**config.mk**
```make
export PLATFORM = sky130hd
export DESIGN_NAME = vga_plot_arbiter
export DESIGN_NICKNAME = d
export VERILOG_FILES = /design/src/rtl/vga_plot_arbiter.sv
export SDC_FILE = /design/constraint.sdc
export NUM_CORES = 1
export LEC_CHECK = 0
export ABC_AREA = 1
export CORE_ASPECT_RATIO = 0.5
export CORE_MARGIN = 2
export CORE_UTILIZATION = 37
export CTS_CLUSTER_SIZE = 30
export DETAILED_ROUTE_END_ITERATION = 8
export PLACE_DENSITY = 0.69
export SETUP_SLACK_MARGIN = 0.05
export SLEW_MARGIN = 20
export SYNTH_ARGS = -nofsm -noshare
export SYNTH_HDL_FRONTEND = slang
export SYNTH_SLANG_ARGS = --single-unit
export TNS_END_PERCENT = 20
```
**constraint.sdc**
```tcl
create_clock -name clk -period 1.7 [get_ports clk]
set_input_delay 0.34 -clock clk [delete_from_list [all_inputs] [get_ports clk]]
set_output_delay 0.34 -clock clk [all_outputs]
set_load 0.05 [all_outputs]
```
**src/rtl/vga_plot_arbiter.sv**
```systemverilog
// vga_plot_arbiter: round-robin owner of the vga_adapter pixel port, with a screen-clear sweep.
// Build option: define PLOT_BOUNDS_CHECK_EN to drop granted pixels whose x/y fall off-screen.
module vga_plot_arbiter #(
    parameter int          NUM_REQ      = 3,
    parameter int          X_MAX        = 160,
    parameter int          Y_MAX        = 120,
    parameter logic [2:0]  CLEAR_COLOUR = 3'b000
) (
    input  logic                   clk,
    input  logic                   reset_n,
    input  logic [NUM_REQ-1:0]     req,
    input  logic [8*NUM_REQ-1:0]   req_x,
    input  logic [7*NUM_REQ-1:0]   req_y,
    input  logic [3*NUM_REQ-1:0]   req_colour,
    output logic [NUM_REQ-1:0]     ack,
    input  logic                   clear_start,
    output logic                   clear_busy,
    output logic                   clear_done,
    output logic [7:0]             x,
    output logic [6:0]             y,
    output logic [2:0]             colour,
    output logic                   plot
);
    localparam int RW  = NUM_REQ > 1 ? $clog2(NUM_REQ) : 1;
    localparam int CXW = $clog2(X_MAX);
    localparam int CYW = $clog2(Y_MAX);

    // FLUSH holds the last sweep pixel on the bus for one cycle before done is raised
    typedef enum logic [1:0] {ARB, CLEAR, FLUSH} state_e;

    state_e         state_q;
    logic [RW-1:0]  rr_q, rr_d, grant_idx;
    logic [CXW-1:0] cx_q;
    logic [CYW-1:0] cy_q;
    logic [7:0]     x_q, sel_x;
    logic [6:0]     y_q, sel_y;
    logic [2:0]     colour_q, sel_c;
    logic           plot_q, busy_q, done_q;
    logic           grant_valid, accept, in_range, cx_last, cy_last;

    // first pending requester at or above rr, wrapping; the lowest offset wins
    always_comb begin
        grant_valid = 1'b0;
        grant_idx   = '0;
        for (int k = NUM_REQ - 1; k >= 0; k--) begin
            if (req[(int'(rr_q) + k) % NUM_REQ]) begin
                grant_valid = 1'b1;
                grant_idx   = RW'((int'(rr_q) + k) % NUM_REQ);
            end
        end
    end

    assign sel_x   = req_x[8*grant_idx +: 8];
    assign sel_y   = req_y[7*grant_idx +: 7];
    assign sel_c   = req_colour[3*grant_idx +: 3];
    assign accept  = reset_n && state_q == ARB && !clear_start && grant_valid;
    assign rr_d    = (int'(grant_idx) == NUM_REQ - 1) ? '0 : grant_idx + 1'b1;
    assign cx_last = cx_q == CXW'(X_MAX - 1);
    assign cy_last = cy_q == CYW'(Y_MAX - 1);
`ifdef PLOT_BOUNDS_CHECK_EN
    assign in_range = int'(sel_x) < X_MAX && int'(sel_y) < Y_MAX;
`else
    assign in_range = 1'b1;
`endif

    // one-hot acknowledge of the requester accepted this cycle
    always_comb begin
        ack            = '0;
        ack[grant_idx] = accept;
    end

    // arbitration / clear-sweep state machine driving the registered plot port
    always_ff @(posedge clk or negedge reset_n) begin
        if (!reset_n) begin
            state_q  <= ARB;
            rr_q     <= '0;
            cx_q     <= '0;
            cy_q     <= '0;
            x_q      <= '0;
            y_q      <= '0;
            colour_q <= '0;
            plot_q   <= 1'b0;
            busy_q   <= 1'b0;
            done_q   <= 1'b0;
        end else begin
            done_q <= 1'b0;
            case (state_q)
                ARB: begin
                    if (clear_start) begin
                        state_q <= CLEAR;
                        busy_q  <= 1'b1;
                        plot_q  <= 1'b0;
                    end else if (accept) begin
                        rr_q   <= rr_d;
                        plot_q <= in_range;
                        if (in_range) begin
                            x_q      <= sel_x;
                            y_q      <= sel_y;
                            colour_q <= sel_c;
                        end
                    end else begin
                        plot_q <= 1'b0;
                    end
                end
                CLEAR: begin
                    x_q      <= 8'(cx_q);
                    y_q      <= 7'(cy_q);
                    colour_q <= CLEAR_COLOUR;
                    plot_q   <= 1'b1;
                    if (cx_last) begin
                        cx_q <= '0;
                        if (cy_last) begin
                            cy_q    <= '0;
                            state_q <= FLUSH;
                        end else begin
                            cy_q <= cy_q + 1'b1;
                        end
                    end else begin
                        cx_q <= cx_q + 1'b1;
                    end
                end
                FLUSH: begin
                    plot_q  <= 1'b0;
                    busy_q  <= 1'b0;
                    done_q  <= 1'b1;
                    state_q <= ARB;
                end
                default: state_q <= ARB;
            endcase
        end
    end

    assign x          = x_q;
    assign y          = y_q;
    assign colour     = colour_q;
    assign plot       = plot_q;
    assign clear_busy = busy_q;
    assign clear_done = done_q;
endmodule

```
# Yosys cells after proc, flatten, opt, wreduce, memory -nomap -nowiden
# Cells that the tools add are included.
dict set report totals {
  register_bits 40
  out_inout_bits 24
  in_bits 60
  wordCells 93
}
dict set report classes {
  n_eq_ne 10
  n_mul 2
  magnitude_cmp 5
  n_shift 3
  muxes 39
  n_div 3
  n_addsub 5
  reduce_logical 14
  n_bitwise 2
}
# operator count
set op_table {}
lappend op_table {{$lt 32x4->1 const B} 3}
lappend op_table {{$mod 32x3->32 const B} 2}
lappend op_table {{$mod 3x3->32 const B} 1}
lappend op_table {{$mux 8} 3}
lappend op_table {{$shiftx 24x6->8} 1}
lappend op_table {{$mux 7} 3}
lappend op_table {{$shiftx 21x6->7} 1}
lappend op_table {{$pmux 8 s2} 1}
lappend op_table {{$mux 1} 14}
lappend op_table {{$mux 2} 7}
lappend op_table {{$pmux 7 s2} 1}
lappend op_table {{$ne 2x2->1 const B} 5}
lappend op_table {{$reduce_and 3->1} 3}
lappend op_table {{$shiftx 9x5->3} 1}
lappend op_table {{$add 8x1->8 const B} 1}
lappend op_table {{$eq 8x8->1 const B} 1}
lappend op_table {{$add 7x1->7 const B} 1}
lappend op_table {{$eq 7x7->1 const B} 1}
lappend op_table {{$bmux 1 s2} 3}
lappend op_table {{$mux 3} 2}
lappend op_table {{$pmux 3 s2} 1}
lappend op_table {{$mul 3x2->5 const A} 1}
lappend op_table {{$eq 2x2->1 const B} 2}
lappend op_table {{$logic_and 1x1->1} 4}
lappend op_table {{18 further kinds} 20}

# Logic depth before layout (Yosys ltp)
dict set report depth {
  depth_word 13
  depth_mapped 15
}

# Least setup slack after synthesis
# Ideal clock, no wire load.
dict set report synth_timing {
  kind {register to output}
  from {register rr_q[0]}
  to {output port ack[1]}
  setup_slack_ns -0.961
  required_time_ns 1.360
  path_buffers 0
  arrival_ns 2.321
  stages_incl_launch_ff 10
  path_cell_list {dfrtp_1 > inv_1 > ha_1 > inv_2 > nand2_1 > nand3_1 > nand2_1 > nand3_1 > o21ai_0 > nor3_1}
}
dict set report synth_between {
  elab_chain_cells 13
  word_cells_on_any_way 27
  classes_between {add/sub (2); div (3); order compare (2); mux (17); bitwise (1); reduce/logical (2)}
}
# element line
set synth_lines {}
lappend synth_lines {{from (decl)} 32} ;# logic [RW-1:0] rr_q, rr_d, grant_idx;
lappend synth_lines {{from (signal assigned)} 94} ;# rr_q <= rr_d;
lappend synth_lines {{$add 2x2->3} {46, 48}}
lappend synth_lines {{$mod 32x3->32} {46, 48}}
lappend synth_lines {{$bmux 1 s2} 46} ;# if (req[(int'(rr_q) + k) % NUM_REQ]) begin
lappend synth_lines {{$mux 1 (not written as such) (2 in a row)} 46}
lappend synth_lines {{$mux 2 (3 in a row)} 46}
lappend synth_lines {{$lt 2x3->1 (not written as such) / $ge 2x1->1 (equally long branches)} 69} ;# ack[grant_idx] = accept;
lappend synth_lines {{$logic_and 1x1->1 (not written as such)} 69}
lappend synth_lines {{$mux 1 (not written as such)} 69}
lappend synth_lines {{$demux 1 s2} 69}
lappend synth_lines {{$and 3x3->3 (no source line) *} --}
lappend synth_lines {{to (decl)} 15} ;# output logic [NUM_REQ-1:0] ack,
# Every way passes the cells marked *; elsewhere a longest branch is shown, timed or not. The select of a mux whose other input is x is not followed.

# Worst setup path after layout
dict set report layout_timing {
  from {register rr_q[0]}
  to {output port ack[2]}
}
# Same word-level chain as after synthesis.

==> summary.md <==
| Metric | Value |
|---|---|
| Maximum clock frequency | `approximately 430 MHz` |
| Max FO, Critical Path | `4` |
| Syn avg cell area | `around 7.1 um^2` |
| Most instantiated cells after synthesis | `nand2_1 (131), dfrtp_1 (40), inv_1 (32), nand3_1 (32), a21oi_1 (26)` |
| Drt via density | `~4.8` |
| Die extent in y | `around 63 um` |
| Sequential share of the synthesized area | `between 30% and 40%` |
| Worst setup SP type | `register` |
| Core Area | `a little under 7000 um^2` |
| Sequential share of power | `between 10 and 15%` |
| Pre-antenna DRT Iters | `4` |
| Routed len/inst | `approximately 14 um` |
| DRT Wirelength | `approximately 8100 um` |
| Crit path kind | `register to output pin` |
| Initial Utilization | `between 30% and 40%` |
| Gate power share | `approximately three quarters` |
| FILL cells | `between 500 and 600` |
| Skew-Pair Late Insertion Delay | `~0.28 ns` |
| Status | `complete, but fails checks` |
| Pint | `roughly 5.6 mW` |
| CP Capture Type | `output pin` |
| Pin count of the biggest net entering global routing | `41` |
| DR iter-0 viols | `roughly 200` |
| Reg2reg setup slack | `-0.54 ns` |
| First-pass GRT wire length | `between 10000 and 15000 um` |
| Hold Path Class | `input port to asynchronous set/reset pin` |
| Clock Skew | `0.00616 ns` |
| H-tree Lvls | `2` |
| Nets | `between 500 and 600` |
| Drt drc | `0` |
| Non-Filler Instances | `~600` |
| Max Buffers Root-to-Sink | `2` |
| Mapped cell area | `approximately 2600 um^2` |
| Area of the die | `between 7000 and 8000 um^2` |
| R2R depth | `16` |
| Post-DP HPWL | `approximately 5500 um` |
| RR Startpoint | `rr_q[0]` |
| Clock Sinks | `40` |
| Arrival time at the worst endpoint | `roughly 2 ns` |
| CTS clk-pin slew, worst paths | `approximately 0.060 ns` |
| Critical R2R Capture | `x[2]` |
| Vias in the first global route | `between 2000 and 3000` |
| Min Clock Period, post-route | `2.31 ns` |
| Antenna fix cells | `0` |
| Crit share post-route | `136%` |
| Synthesized flop and latch total | `40` |
| Area after DPL | `slightly below 4000 um^2` |
| PwrDens | `2380 nW/um^2` |
| Final setup viols | `24` |
| Yosys warning total | `0` |
| Port buffer count | `83` |
| Netlist cell types | `27` |
| Syn Nets | `between 400 and 500` |
| Cells after DPL | `around 580` |
| Overall power | `between 10 and 15 mW` |
| RD Place Congestion | `0.838` |
| TritonCTS Buffers | `5` |
| Initial antenna violation count | `0` |
| Pins over their slew limit | `0` |
| CTS tree | `done` |
| Share of the synthesized area in the top cell type | `38.7%` |
| Clock Power Share | `11.3%` |
| Routed Antenna Nets | `0` |
| Cell with the most instances after synthesis | `nand2_1` |
| Die X | `around 120 um` |
| Cells after synthesis | `between 300 and 400` |
| Switching share of power | `47.5%` |
| Share of layout cells above drive strength 1 | `between 30% and 40%` |
| CP required | `between 1 and 1.5 ns` |
| Post-synth EDFFs | `0` |
| Max Cap Violations | `0` |
| Switching power | `around 5.0 mW` |
| Total GRT Usage | `20.3%` |
| DR vias | `2859` |
| Ranking of synthesized cells by area | `dfrtp_1 (39%), nand2_1 (19%), nand3_1 (6.2%), a21oi_1 (5.0%), ha_1 (4.8%)` |
| Async S/R FF share, synth | `100%` |
| Slew HR | `65.9%` |
| Fin area | `approximately 4500 um^2` |
| IO Count | `84` |
| Hold Violations, Final | `0` |
| Final setup margin | `-0.612 ns` |
| CTS Root Buffer Type | `clkbuf_16` |
| Post-synth top flop | `dfrtp_1` |
| Maximum VDD drop | `around 1.7 mV` |
| Least-Margin Pin Slew | `just over 0.5 ns` |
| # rows | `21` |
| Violated checks | `negative setup slack` |
| Leakage power | `between 2 and 2.5 nW` |
| Syn-to-layout area delta | `73.1%` |
| Total grt overflow | `0` |
| RSZ-0062 raised after global routing | `true` |
| Leading area contributor after synthesis | `dfrtp_1` |
-- critical path, stage by stage, from the launching register on --
cell,delay (ns)
dfrtp_1,0.39
inv_2,0.08
buf_4,0.13
ha_2,0.19
inv_2,0.05
nand2_2,0.06
nand2_2,0.08
nand2_2,0.08
nand3_4,0.11
nand3_4,0.11
buf_6,0.14
nor2_4,0.11
buf_12,0.14
-- timing repair --
item / in CTS / in global routing
hold buffers: 0 / 0
setup endpoints to repair: 29 / 31
gates resized for setup: 21 / 39
pin swaps: 16 / 13
setup buffers: 3 / 10
cloned: 2 / 0
-- placed cells by master, fill, tap and decap left out, types with 6 or more instances in the layout --
cell               n
nand2_4            6
inv_1             27
clkdlybuf4s50_1   58
buf_4             70
buf_12             8
nand2_2            6
o21ai_0            8
nand3_1           26
a21oi_1           23
nand2_1          124
nor2_1            16
ha_1               6
dfrtp_1           39
nor2_4             6
o21ai_1           11
-- cell type report --
cell class	count	area (um^2)	share of cell area, %
flip-flops and latches	40	1000	22.4
inverters	36	155	3.47
multi-input cells	279	1630	36.3
repair buffers	144	1390	31.1
clock inverters	2	60.1	1.34
well taps	92	115	2.57
clock buffers	5	125	2.80
-- registers in the layout, indices dropped and copies added (netlist names) --
name / count
state_q: 2
y: 7
clear_done: 1
rr_q: 2
clear_busy: 1
plot: 1
x: 8
cy_q: 7
cx_q: 8
colour: 3
-- how the worst max path moves through the flow --
stage	from	to	slack, ns	depth (start not counted)
final	rr_q[0]	ack[2]	-0.61	12
after CTS	rr_q[0]	ack[1]	-0.58	9
after global placement	req[2]	y[0]	-0.45	13
after global routing	rr_q[0]	ack[0]	-0.70	13
after detailed placement	req[2]	y[3]	-0.51	13
after floorplan	rr_q[0]	ack[1]	-0.30	9
-- logic make-up after synthesis --
logic type                 synth area share (%)
DFF                                        38.7
xor gates and xnor gates                   1.36
and+or+nand+nor                            36.8
AOI/OAI and AO/OA                          10.2
buffers and inverters                      8.08
adders and majority gates                  4.84
-- through the flow --
step | setup TNS (ns) | worst slack, ns | utilization, % | hold WS [ns]
6_report | -10.98 | -0.612 | 66.5 | 0.168
5_1_grt | -13.72 | -0.695 | 66.5 | 0.219
4_1_cts | -8.19 | -0.582 | 63.2 | 0.205
3_5_place_dp | -10.01 | -0.508 | 58.3 | 0.470
3_3_place_gp | -9.20 | -0.453 | 58.3 | 0.466
2_1_floorplan | -2.36 | -0.299 | - | 0.0444
-- layer usage --
| layer | global-route usage (%) | wire length (um) | share of wire (%) |
|---|---|---|---|
| met5 | 0 | 0 | 0 |
| met4 | 4.74 | 54 | 0.67 |
| met3 | 3.89 | 343 | 4.2 |
| met2 | 34.2 | 3990 | 49 |
| met1 | 27.0 | 3680 | 46 |
-- power by group through the flow --
stage | sequential (mW) | clock, mW | combinational [mW]
2_1_floorplan | 2.34 | 0 | 3.45
3_3_place_gp | 1.55 | 0 | 6.48
3_5_place_dp | 1.56 | 0 | 6.54
4_1_cts | 1.56 | 1.21 | 7.18
5_1_grt | 1.60 | 1.26 | 8.55
6_report | 1.56 | 1.21 | 7.88
No activity file was read; power rests on OpenSTA's default activity.
